File: config.mk
export PLATFORM = sky130hd
export DESIGN_NAME = sync_multi_filter_flat
export DESIGN_NICKNAME = d
export VERILOG_FILES = /design/src/rtl/sync_multi_filter_pkg.sv /design/src/rtl/sync_multi_filter_if.sv /design/src/rtl/sync_multi_filter_chan_filter.sv /design/src/rtl/sync_multi_filter.sv /design/src/flat_wrapper.sv
export SDC_FILE = /design/constraint.sdc
export NUM_CORES = 1
export LEC_CHECK = 0
export ABC_AREA = 1
export BUFFER_PORTS_ARGS = -buffer_cell sky130_fd_sc_hd__buf_2
export CAP_MARGIN = 15
export CORE_UTILIZATION = 55
export CTS_CLUSTER_DIAMETER = 30
export DETAILED_ROUTE_END_ITERATION = 8
export PLACE_DENSITY = 0.84
export SYNTH_ARGS = -nofsm -noshare
export SYNTH_HDL_FRONTEND = slang
export SYNTH_HIERARCHICAL = 1
export SYNTH_SLANG_ARGS = --single-unit
export TNS_END_PERCENT = 5
File: constraint.sdc
create_clock -name clk -period 3.05 [get_ports clk]
set_input_delay 0.305 -clock clk [delete_from_list [all_inputs] [get_ports clk]]
set_output_delay 0.305 -clock clk [all_outputs]
set_load 0.02 [all_outputs]
File: src/rtl/sync_multi_filter_pkg.sv
// sync_pkg: shared constants and counter-width helper for the multi-channel synchroniser.
package sync_pkg;
    localparam int SYNC_MIN_STAGES = 2;
    localparam int SYNC_MAX_STAGES = 4;

    function automatic int cnt_width(input int filt_cycles);
        return ($clog2(filt_cycles + 1) < 1) ? 1 : $clog2(filt_cycles + 1);
    endfunction
endpackage

File: src/rtl/sync_multi_filter_if.sv
// sync_multi_filter_if: asynchronous pin inputs and synchronised/filtered outputs.
interface sync_multi_filter_if #(parameter int WIDTH = 4);
    logic [WIDTH-1:0] async_in;
    logic [WIDTH-1:0] meta;
    logic [WIDTH-1:0] sync_out;
    logic [WIDTH-1:0] filt_out;
    logic [WIDTH-1:0] rise;
    logic [WIDTH-1:0] fall;
    modport master (output async_in, input meta, sync_out, filt_out, rise, fall);
    modport slave (input async_in, output meta, sync_out, filt_out, rise, fall);
endinterface

File: src/rtl/sync_multi_filter_chan_filter.sv
// sync_chan_filter: one channel of flop chain, debounce counter and edge pulses.
module sync_chan_filter
    import sync_pkg::*;
#(
    parameter int   STAGES      = 2,
    parameter logic RST_BIT     = 1'b0,
    parameter int   FILT_CYCLES = 4
) (
    input  logic clk,
    input  logic n_rst,
    input  logic async_in,
    output logic meta,
    output logic sync_out,
    output logic filt_out,
    output logic rise,
    output logic fall
);
    logic [STAGES-1:0] stage;
    logic filt_next;

    always_ff @(posedge clk or negedge n_rst)
        if (!n_rst) stage <= {STAGES{RST_BIT}};
        else stage <= {stage[STAGES-2:0], async_in};

    assign meta = stage[0];
    assign sync_out = stage[STAGES-1];

    if (FILT_CYCLES <= 1) begin : g_nofilt
        assign filt_next = sync_out;
    end else begin : g_filt
        localparam int CNT_W = cnt_width(FILT_CYCLES);
        localparam logic [CNT_W-1:0] CNT_MAX = CNT_W'(FILT_CYCLES - 1);
        logic [CNT_W-1:0] cnt;
        logic done;
        // any return to the old level restarts the stability count
        assign done = (sync_out != filt_out) && (cnt == CNT_MAX);
        assign filt_next = done ? sync_out : filt_out;
        always_ff @(posedge clk or negedge n_rst)
            if (!n_rst) cnt <= '0;
            else cnt <= (sync_out == filt_out || done) ? '0 : cnt + CNT_W'(1);
    end

    always_ff @(posedge clk or negedge n_rst)
        if (!n_rst) begin
            filt_out <= RST_BIT;
            rise <= 1'b0;
            fall <= 1'b0;
        end else begin
            filt_out <= filt_next;
            rise <= filt_next & ~filt_out;
            fall <= ~filt_next & filt_out;
        end
endmodule

File: src/rtl/sync_multi_filter.sv
// sync_multi_filter: WIDTH independent synchroniser/debounce channels with rise/fall pulses.
module sync_multi_filter
    import sync_pkg::*;
#(
    parameter int             WIDTH       = 4,
    parameter int             STAGES      = 2,
    parameter logic [WIDTH-1:0] RST_VAL   = '0,
    parameter int             FILT_CYCLES = 4
) (
    input logic clk,
    input logic n_rst,
    sync_multi_filter_if.slave bus
);
    logic [WIDTH-1:0] meta, sync_out, filt_out, rise, fall;

    if (STAGES < SYNC_MIN_STAGES || STAGES > SYNC_MAX_STAGES) begin : g_bad_stages
        $error("sync_multi_filter: STAGES must be within 2..4");
    end

    for (genvar i = 0; i < WIDTH; i++) begin : g_ch
        sync_chan_filter #(
            .STAGES(STAGES),
            .RST_BIT(RST_VAL[i]),
            .FILT_CYCLES(FILT_CYCLES)
        ) u_ch (
            .clk(clk),
            .n_rst(n_rst),
            .async_in(bus.async_in[i]),
            .meta(meta[i]),
            .sync_out(sync_out[i]),
            .filt_out(filt_out[i]),
            .rise(rise[i]),
            .fall(fall[i])
        );
    end

    assign bus.meta = meta;
    assign bus.sync_out = sync_out;
    assign bus.filt_out = filt_out;
    assign bus.rise = rise;
    assign bus.fall = fall;
endmodule
File: src/flat_wrapper.sv
// flat-port wrapper written by rule: the top's interface ports become plain ports
module sync_multi_filter_flat import sync_pkg::*;
#(
    parameter int             WIDTH       = 4,
    parameter int             STAGES      = 2,
    parameter logic [WIDTH-1:0] RST_VAL   = '0,
    parameter int             FILT_CYCLES = 4
)
  (clk, n_rst, bus_async_in, bus_meta, bus_sync_out, bus_filt_out, bus_rise, bus_fall);
  sync_multi_filter_if #(.WIDTH(WIDTH)) bus_i ();
  input logic clk;
  input logic n_rst;
  input wire logic [$bits(bus_i.async_in)-1:0] bus_async_in;
  output wire logic [$bits(bus_i.meta)-1:0] bus_meta;
  output wire logic [$bits(bus_i.sync_out)-1:0] bus_sync_out;
  output wire logic [$bits(bus_i.filt_out)-1:0] bus_filt_out;
  output wire logic [$bits(bus_i.rise)-1:0] bus_rise;
  output wire logic [$bits(bus_i.fall)-1:0] bus_fall;
  assign bus_i.async_in = bus_async_in;
  assign bus_meta = bus_i.meta;
  assign bus_sync_out = bus_i.sync_out;
  assign bus_filt_out = bus_i.filt_out;
  assign bus_rise = bus_i.rise;
  assign bus_fall = bus_i.fall;
  sync_multi_filter #(.WIDTH(WIDTH), .STAGES(STAGES), .RST_VAL(RST_VAL), .FILT_CYCLES(FILT_CYCLES)) u_core (.clk(clk), .n_rst(n_rst), .bus(bus_i));
endmodule
==> Word level (Yosys, flattened, before mapping) <==
Cells that the tools add are included.
W data, S select, Z words.
{ "word_totals": {"wordCells": 68, "out_inout_bits": 20, "in_bits": 6, "reg_bits": 32} }
{ "op_classes": {"n_eq_ne": 12, "bitwise_logic": 16, "n_mux": 8, "reduce_logical": 8, "add_sub_neg": 4} }
{ "op_table": {"columns": ["op", "n"], "rows": [
  ["$add A3 B1 Y3 const B", 4],
  ["$eq A3 B2 Y1 const B", 4],
  ["$mux W3", 4],
  ["$and A1 B1 Y1", 8],
  ["$not A1 Y1", 8],
  ["$eq A1 B1 Y1", 4],
  ["$logic_and A1 B1 Y1", 4],
  ["$logic_or A1 B1 Y1", 4],
  ["$mux W1", 4],
  ["$ne A1 B1 Y1", 4]
]} }

==> Logic depth before layout (Yosys ltp) <==
{ "depth": {"depth_word": 5, "mapped_depth": 5} }

==> Hierarchy <==
The synthesis kept the hierarchy.
{ "by_module_without_submodules": {"columns": ["mod", "n_inst", "cells_per_inst", "area_per_inst_um2"], "rows": [
  ["sync_chan_filter", 4, 25, 291.5]
]} }

==> Worst setup path after synthesis <==
OpenSTA, ideal clock, no wires.
{ "synth_path": {"kind": "register to register", "startpoint": "register u_core.g_ch[0].u_ch.g_filt.cnt[0]", "endpoint": "register u_core.g_ch[0].u_ch.g_filt.cnt[0]", "stages_incl_launch_ff": 6, "setup_slack_ns": 1.968, "synth_period_minus_slack_ns": 1.082, "n_path_buf": 0, "arrival_ns": 0.996, "cell_sequence": "dfrtp_1 -> ha_1 -> ha_1 -> inv_1 -> nand2_1 -> nor3_1"} }
{ "synth_via": {"elab_chain_len": 4, "word_cells_on_any_way": 5} }
{ "synth_lines": {"columns": ["element", "line_no", "rtl"], "rows": [
  ["from (decl)", "sync_multi_filter_chan_filter.sv:33", "logic [CNT_W-1:0] cnt;"],
  ["from (signal assigned)", "sync_multi_filter_chan_filter.sv:40", "else cnt <= (sync_out == filt_out || done) ? '0 : cnt + CNT_W'(1);"],
  ["branches (longest 3 deep; another with $add A3 B1 Y3)", null, null],
  ["$mux W3 *", "sync_multi_filter_chan_filter.sv:40", null]
]} }
Every way passes the cells marked *.

==> Worst setup path in the final report <==
{ "layout_path": {"startpoint": "register u_core.g_ch[3].u_ch.g_filt.cnt[0]", "endpoint": "register u_core.g_ch[3].u_ch.g_filt.cnt[2]"} }
{ "layout_via": {"elab_chain_len": 4, "word_cells_on_any_way": 5} }
{ "layout_lines": {"columns": ["element", "line_no"], "rows": [
  ["from (decl)", "sync_multi_filter_chan_filter.sv:33"],
  ["from (signal assigned)", "sync_multi_filter_chan_filter.sv:40"],
  ["branches (longest 3 deep; another with $add A3 B1 Y3)", null],
  ["$mux W3 *", "sync_multi_filter_chan_filter.sv:40"]
]} }
Marked as above.

==> reports/qor.yml <==
grt_pass1_vias: 668
place_ws_ps: 1810
cts_buffer_depth: 2
htreeDepth: 2
setup_ws_ps: 1820
drive_gt1_share_pct: 26.2
hpwl_um: 1290
synthesis.area_um2: 1170
yosysTopAreaCell: "dfrtp_1"
ys_types: 8
max_stage_delay_ps: 400
clk_pin_slew_ps: 80
die_w_um: 48.0
finalCritPeriodShare_pct: 40.3
syn_area_per_cell_um2: 11.7
slew_violations: 0
gp_congestion: 0.689
num_vias: 735
r2r_cells: 5
p_leak_uw: 0.000763
cellInternalPower_uw: 760
worstMarginPinSlew_ps: 651
holdBufCountCts: 0
dpl.cell_count: 152
n_antenna_cell: 0
portBuffers: 25
rows: 16
nNetsFinal: 146
fin_tns_setup_ps: 0
utilization_pct: 68.8
die_h_um: 48.0
grt_max_degree: 33
hold_violations: 0
cp-start-kind: "register"
drt_wl_total_um: 1620
arrival_ps: 1450
first_iter_violations: 8
syn-num-nets: 114
end_kind: "register"
grt_first_pass_wirelength_um: 2730
cts.repair.resized: 0
grt_usage_pct: 18.7
outcome: "completed"
start_util_pct: 58.8
peakVddDrop_mv: 0.563
route.detailed.drc: 0
crit_buf_inv: 1
instances_no_fill: 157
path_common_cell: "ha_1"
ios: 26
path_max_fanout: 4
clk_latency_ps: 300
post_drt_wl_per_cell_um: 10.3
pwr-share-clk_pct: 15.9
worst-path-stages: 5
cts_num_sinks: 32
critical_path_class: "reg2reg"
grt_overflow_total: 0
synth_seq_cells: 32
rsz0062_at_grt: "no"
coreArea_um2: 1980
drv_cap: 0
cts-root-buf: "clkbuf_4"
antenna_found_initial: 0
crit_chain: "ha_1 -> ha_1 -> inv_1 -> nand2_1 -> nor3_1"
vias_per_cell: 4.68
synth_top_cell_area_share_pct: 68.7
cp_slowest_cell: "dfrtp_1"
synthTopCellsByArea: "dfrtp_1, ha_1, inv_1"
dr.pass1.iters: 4
crit_family: "adder cells"
syn-instance-count: 100
layout_commonest_cell: "dfrtp_1"
fin_crit_ps: 1230
p_sw_uw: 414
final_area_um2: 1360
yosysSeqAreaShare_pct: 68.7
power_frac_comb_pct: 32.8
cp_data_required_time_ps: 3270
area_growth_pct: 16.8
slew_headroom_pct: 56.6
design.die.area_um2: 2310
cellPowerDensity_nw_per_um2: 862
worstHoldPathType: "in2async"
skew_ps: 4.91
setup_violations: 0
cts_tree: "built"
dpl-instance-area_um2: 1330
ant_nets: 0
final_cell_mix: "dfrtp_1, buf_2, inv_1"
cts_buffers: 5
ys.warnings.count: 6
cts_setup_buffers: 0
seq_power_share_pct: 51.3
sw_frac_of_total_pct: 35.3
fmax_ghz: 0.813
==> routing by layer <==
metal | share of wire, % | global-route usage, % | up-vias
met4 | 0.55 | 8.89 | 0
met1 | 42 | 19.4 | 332
met5 | 0 | 0 | -
met2 | 51 | 30.5 | 25
li1 | - | - | 376
met3 | 7.0 | 10.6 | 2
==> path summary, 6_finish.rpt <==
path	startpoint	slack, ps	endpoint
max	u_core/g_ch[3].u_ch/g_filt.cnt[0]	1820	u_core/g_ch[3].u_ch/g_filt.cnt[2]
min	n_rst	20	u_core/g_ch[3].u_ch/stage[1]
max reg2reg	u_core/g_ch[3].u_ch/g_filt.cnt[0]	1820	u_core/g_ch[3].u_ch/g_filt.cnt[2]
min reg2reg	u_core/g_ch[1].u_ch/stage[0]	370	u_core/g_ch[1].u_ch/stage[1]
max in group asynchronous	n_rst	2610	u_core/g_ch[2].u_ch/rise
min in group clk	bus_async_in[3]	100	u_core/g_ch[3].u_ch/stage[0]
==> synthesized netlist by cell type <==
master and number:
dfrtp_1 32, nor3_1 12, inv_1 20, ha_1 8
nand3_1 4, nor2_1 8, nand2_1 12, o21ai_2 4
==> cells by family (layout without fill, tap and decap cells) <==
family / Yosys count / in the layout / share of synthesized area [%]
compound gates: 4 / 4 / 3.00
buf+inv: 20 / 50 / 6.44
flops: 32 / 32 / 68.7
fa+ha+maj: 8 / 8 / 8.58
simple gates: 36 / 36 / 13.3
==> layout make-up <==
class	instances	area, um2
Fill cell	147	619
Tap cell	27	33.8
Sequential cell	32	801
Multi-Input combinational cell	48	290
Timing Repair Buffer	25	125
Inverter	20	75.1
Clock buffer	5	37.5
==> flip-flops by register name, summed over array words and instances, names as in the netlist <==
name / flops
u_core/g_ch.u_ch/stage: 8
u_core/g_ch.u_ch/g_filt.cnt: 12
u_core/g_ch.u_ch/filt_out: 4
u_core/g_ch.u_ch/rise: 4
u_core/g_ch.u_ch/fall: 4
==> power groups by stage <==
stage          Sequential [uW]  Clock, uW  Combinational [uW]
3_3_place_gp               604          0                 370
5_1_grt                    619        215                 444
6_report                   602        187                 385
4_1_cts                    604        199                 391
3_5_place_dp               612          0                 392
2_1_floorplan              673          0                 207
==> per-stage QoR <==
stage          hold slack [ps]  total power, uW
6_report                  24.4             1170
5_1_grt                   63.8             1280
4_1_cts                   31.6             1190
3_5_place_dp               356             1000
3_3_place_gp               358              974
2_1_floorplan             9.41              880
Note: power is estimated with default switching activity, not from simulation.
